**src/rtl/debounce_fsm.sv**
```systemverilog
// Switch debouncer: two-flop synchronizer followed by a four-state
// qualification FSM. A new level is accepted only after the synchronized
// input has held it for STABLE_CYCLES+1 consecutive samples. db_level is
// the registered debounced level and db_tick pulses once per change.
module debounce_fsm #(
    parameter int STABLE_CYCLES = 1000000
) (
    input  logic clk,
    input  logic rst_n,
    input  logic sw,
    output logic db_level,
    output logic db_tick
);

    localparam int CNT_W = $clog2(STABLE_CYCLES);
    localparam logic [CNT_W-1:0] CNT_LAST = CNT_W'(STABLE_CYCLES - 1);

    typedef enum logic [1:0] {
        ZERO  = 2'd0,
        WAIT1 = 2'd1,
        ONE   = 2'd2,
        WAIT0 = 2'd3
    } state_t;

    logic             sync_q1;
    logic             sync_q2;
    state_t           state_q;
    state_t           state_d;
    logic [CNT_W-1:0] cnt_q;
    logic [CNT_W-1:0] cnt_d;
    logic             level_q;
    logic             level_d;
    logic             tick_q;
    logic             tick_d;

    // Bring the raw asynchronous switch level into the clk domain.
    always_ff @(posedge clk) begin
        if (!rst_n) begin
            sync_q1 <= 1'b0;
            sync_q2 <= 1'b0;
        end else begin
            sync_q1 <= sw;
            sync_q2 <= sync_q1;
        end
    end

    // Next-state, counter and output decode from the synchronized level only.
    always_comb begin
        state_d = state_q;
        cnt_d   = cnt_q;
        tick_d  = 1'b0;
        case (state_q)
            ZERO: begin
                if (sync_q2) begin
                    state_d = WAIT1;
                    cnt_d   = '0;
                end
            end
            WAIT1: begin
                if (!sync_q2) begin
                    // Glitch: fall back to the stable low level.
                    state_d = ZERO;
                    cnt_d   = '0;
                end else if (cnt_q == CNT_LAST) begin
                    state_d = ONE;
                    tick_d  = 1'b1;
                end else begin
                    cnt_d = cnt_q + CNT_W'(1);
                end
            end
            ONE: begin
                if (!sync_q2) begin
                    state_d = WAIT0;
                    cnt_d   = '0;
                end
            end
            WAIT0: begin
                if (sync_q2) begin
                    // Glitch: fall back to the stable high level.
                    state_d = ONE;
                    cnt_d   = '0;
                end else if (cnt_q == CNT_LAST) begin
                    state_d = ZERO;
                    tick_d  = 1'b1;
                end else begin
                    cnt_d = cnt_q + CNT_W'(1);
                end
            end
            default: begin
                state_d = ZERO;
                cnt_d   = '0;
            end
        endcase
        // Debounced level follows the state the FSM is about to occupy so the
        // output register changes on the same edge as the state register.
        level_d = (state_d == ONE) || (state_d == WAIT0);
    end

    // State, counter and registered outputs; reset overrides every transition.
    always_ff @(posedge clk) begin
        if (!rst_n) begin
            state_q <= ZERO;
            cnt_q   <= '0;
            level_q <= 1'b0;
            tick_q  <= 1'b0;
        end else begin
            state_q <= state_d;
            cnt_q   <= cnt_d;
            level_q <= level_d;
            tick_q  <= tick_d;
        end
    end

    assign db_level = level_q;
    assign db_tick  = tick_q;

endmodule

```
**config.mk**
```make
export PLATFORM = sky130hd
export DESIGN_NAME = debounce_fsm
export DESIGN_NICKNAME = d
export VERILOG_FILES = /design/src/rtl/debounce_fsm.sv
export SDC_FILE = /design/constraint.sdc
export NUM_CORES = 1
export LEC_CHECK = 0
export CELL_PAD_IN_SITES_DETAIL_PLACEMENT = 1
export CELL_PAD_IN_SITES_GLOBAL_PLACEMENT = 1
export CORE_ASPECT_RATIO = 0.9
export CORE_MARGIN = 3
export CORE_UTILIZATION = 46
export CTS_BUF_LIST = sky130_fd_sc_hd__clkbuf_16
export DETAILED_ROUTE_END_ITERATION = 6
export GPL_ROUTABILITY_DRIVEN = 1
export GPL_TIMING_DRIVEN = 0
export PLACE_DENSITY_LB_ADDON = 0.1
export SYNTH_ARGS = -nofsm -noshare
export SYNTH_HDL_FRONTEND = slang
export SYNTH_SLANG_ARGS = --single-unit
export TNS_END_PERCENT = 5
```
**constraint.sdc**
```tcl
create_clock -name clk -period 2.1 [get_ports clk]
set_input_delay 0.42 -clock clk [delete_from_list [all_inputs] [get_ports clk]]
set_output_delay 0.42 -clock clk [all_outputs]
set_load 0.01 [all_outputs]
```
==> run summary, run 1 <==
most frequent cell after synthesis: dfxtp_1
Initial Utilization: 50.6%
global route overflow: 0
layout cell share with drive strength beyond 1: 10.7%
Setup-failing EPs final: 0
Max clock buf depth: 2
PD cells: 593 mW/mm^2
Area Overhead vs Synth: 10.8%
Reg area: 520 um^2
Residual DRC: 0
CORE AREA: 0.00291 mm^2
IO Count: 5
status: complete, no violations
initial antenna violation count: 0
vias in the first global route: 1325
Reg clk slew, reported paths: 0.06 ns
Mean Syn Cell Area: 8.66 um^2
die width: 65.6 um
post-synthesis sequential area ratio: 35.4%
fin nets: 182
CP Data Arrival Time: 2.02 ns
dominant cells by area after synthesis: dfxtp_1 (35%), nand2_1 (4.6%), a21oi_1 (4.4%), mux2i_1 (4.1%), nand3_1 (3.4%)
Vias/cell: 6.23
Worst Max-Slew Pin Slew: 0.455 ns
Yosys reg bits: 26
die area: 0.00391 mm^2
CTS tree: yes
CTS sink cnt: 26
Row Count: 18
WL per Instance: 17.2 um
CP Cell Sequence: and2_1 -> clkbuf_1 -> nand3_1 -> or4_1 -> o311ai_1
Synthesized Nets: 174
root buffer cell: clkbuf_16
Yosys top cell by area: dfxtp_1
input/output buffers: 3
Post-CTS Setup Inserts: 0
n_diodes: 0
largest net degree at the start of global routing: 15
CTS Hold Bufs: 0
YS warnings: 0
CP max stage cell: or4_1
Yosys cell types: 43
Mapped Cells: 170
Total Routed Length: 3.73 mm
drt pass-1 iters: 4
RSZ-0062 raised after global routing: false
Fillers: 366
ANT nets after route: 0
peak supply drop: 485 uV
Num CTS Buffers: 3
Worst path max stage delay: 0.56 ns
crit start category: flop
post-CTS sizing: 0
Die Y-Extent: 59.7 um
via count: 1352
RD Place Congestion: 0.828
first-pass GRT wire length: 6.53 mm
Leak: 0.542 nW
Total Routing Usage GR: 21.3%
slew margin rel.: 69.6%
footprint of the multi-input gates: 886 um^2
DR iter-0 viols: 53
Crit path required time: 2.25 ns
maxcap violations: 0
Post-Route Skew: 0.00226 ns
commonest cells in the netlist: dfxtp_1 (26), nand2_1 (18), a21oi_1 (13)
Slew Limit Fails: 0
overall power: 967 uW
fin crit period: 1.86 ns
Fin Hold WS: 0.476 ns
H-tree levels: 1
Final Cycle Share: 88.7%
Post-Syn Area: 0.00147 mm^2
crit end category: flop
critical path type: flop to flop
Synth Flop Type: dfxtp_1
crit path max fanout: 7
DPL Wire Length: 2.72 mm
TNS Setup: 0 ns
FFs w/ async S/R, synth: 0%
Fmax: 0.537 GHz
Worst Hold Class: flop to flop
Skew-Pair Late Insertion Delay: 0.25 ns
number of synthesized flops with an enable pin: 0
Hold Vio Cnt, Final: 0
Yosys top cell area share: 35.4%
==> power by group <==
part / leakage [nW] / total (mW) / switching, mW / internal [mW]
logic: 0.294 / 0.0502 / 0.0303 / 0.0199
registers: 0.210 / 0.499 / 0.00283 / 0.496
clock network: 0.0385 / 0.418 / 0.164 / 0.255
total: 0.542 / 0.967 / 0.197 / 0.771
==> final cells by class <==
class | count | share of cell area [%]
inverters | 1 | 0.230
clock inverters | 1 | 0.230
clock buffers | 3 | 4.60
repair buffers | 3 | 1.84
well taps | 40 | 3.07
flip-flops and latches | 26 | 31.9
multi-input cells | 133 | 54.3
plain buffers | 10 | 3.76
==> logic make-up after synthesis <==
logic type	count (synthesis)	share of synthesized area (%)
muxes	6	4.08
AOI/OAI and AO/OA	38	17.6
buffers and inverters	11	4.42
xor gates and xnor gates	5	4.59
adders and majority gates	1	0.850
and+or+nand+nor	83	33.1
DFF	26	35.4
==> layer usage <==
metal  track usage (%)  part of all wire, %
met2              37.1                   49
met3              4.51                  2.8
met5                 0                    0
met1              28.4                   48
met4              1.78                 0.35
==> sequential cells by signal (all words and copies together) (netlist names) <==
signal and flops:
cnt_q 20, db_level 1, db_tick 1, state_q 2, sync_q1 1, sync_q2 1
==> critical path: cells and delay by family, from the launching register on <==
family	cells	cell delay, ns
buffers and inverters	1	0.25
and+or+nand+nor	3	1.01
DFF	1	0.38
AOI/OAI and AO/OA	1	0.11
==> layout by cell type, fill, tap and decap left out, types with 2 or more instances in the layout <==
cell type | netlist | layout
a2111o_1 | 3 | 3
a21oi_1 | 13 | 13
a32oi_1 | 4 | 4
and2_1 | 5 | 5
and3_1 | 5 | 5
and4_1 | 4 | 4
buf_2 | 4 | 4
buf_6 | 2 | 2
clkbuf_1 | 3 | 3
clkbuf_16 | 0 | 3
clkdlybuf4s50_1 | 0 | 3
dfxtp_1 | 26 | 26
mux2i_1 | 6 | 6
nand2_1 | 18 | 18
nand3_1 | 10 | 10
nand3b_1 | 3 | 3
nand4_1 | 6 | 6
nand4b_1 | 2 | 2
nor2_1 | 8 | 8
nor4_1 | 2 | 2
nor4bb_1 | 2 | 2
o21ai_0 | 8 | 8
o311ai_0 | 2 | 2
or3_1 | 5 | 5
or3_2 | 4 | 4
or4_1 | 5 | 5
xor2_1 | 2 | 2
==> stage by stage <==
step	worst slack, ns	utilization, %	instance area [um^2]	cells
6_report	0.237	56.1	1630	217
5_1_grt	0.0877	56.1	1630	217
4_1_cts	0.270	56.1	1630	217
3_5_place_dp	0.279	53.4	1550	213
3_3_place_gp	0.337	53.4	1550	213
2_1_floorplan	0.433	-	1470	170
==> final timing paths <==
check | cells after the start | slack (ns) | startpoint | end
max | 5 | 0.24 | cnt_q[0] | cnt_q[19]
min | 1 | 0.48 | sync_q1 | sync_q2
max reg2reg | 5 | 0.24 | cnt_q[0] | cnt_q[19]
min reg2reg | 1 | 0.48 | sync_q1 | sync_q2
Note: power is estimated with default switching activity, not from simulation.
==> run 2, diff against run 1 <==
CTS_CLUSTER_DIAMETER = 100   (was not set)
==> results of run 2 <==
Final layout, timing and power as in run 1 (identical DEF).
==> run 3, diff against run 2 <==
ABC_CLOCK_PERIOD_IN_PS = 2100   (was not set)
CTS_CLUSTER_SIZE = 24   (was not set)
SLEW_MARGIN = 20   (was not set)
==> results of run 3 <==
Final layout, timing and power as in run 1 (identical DEF).
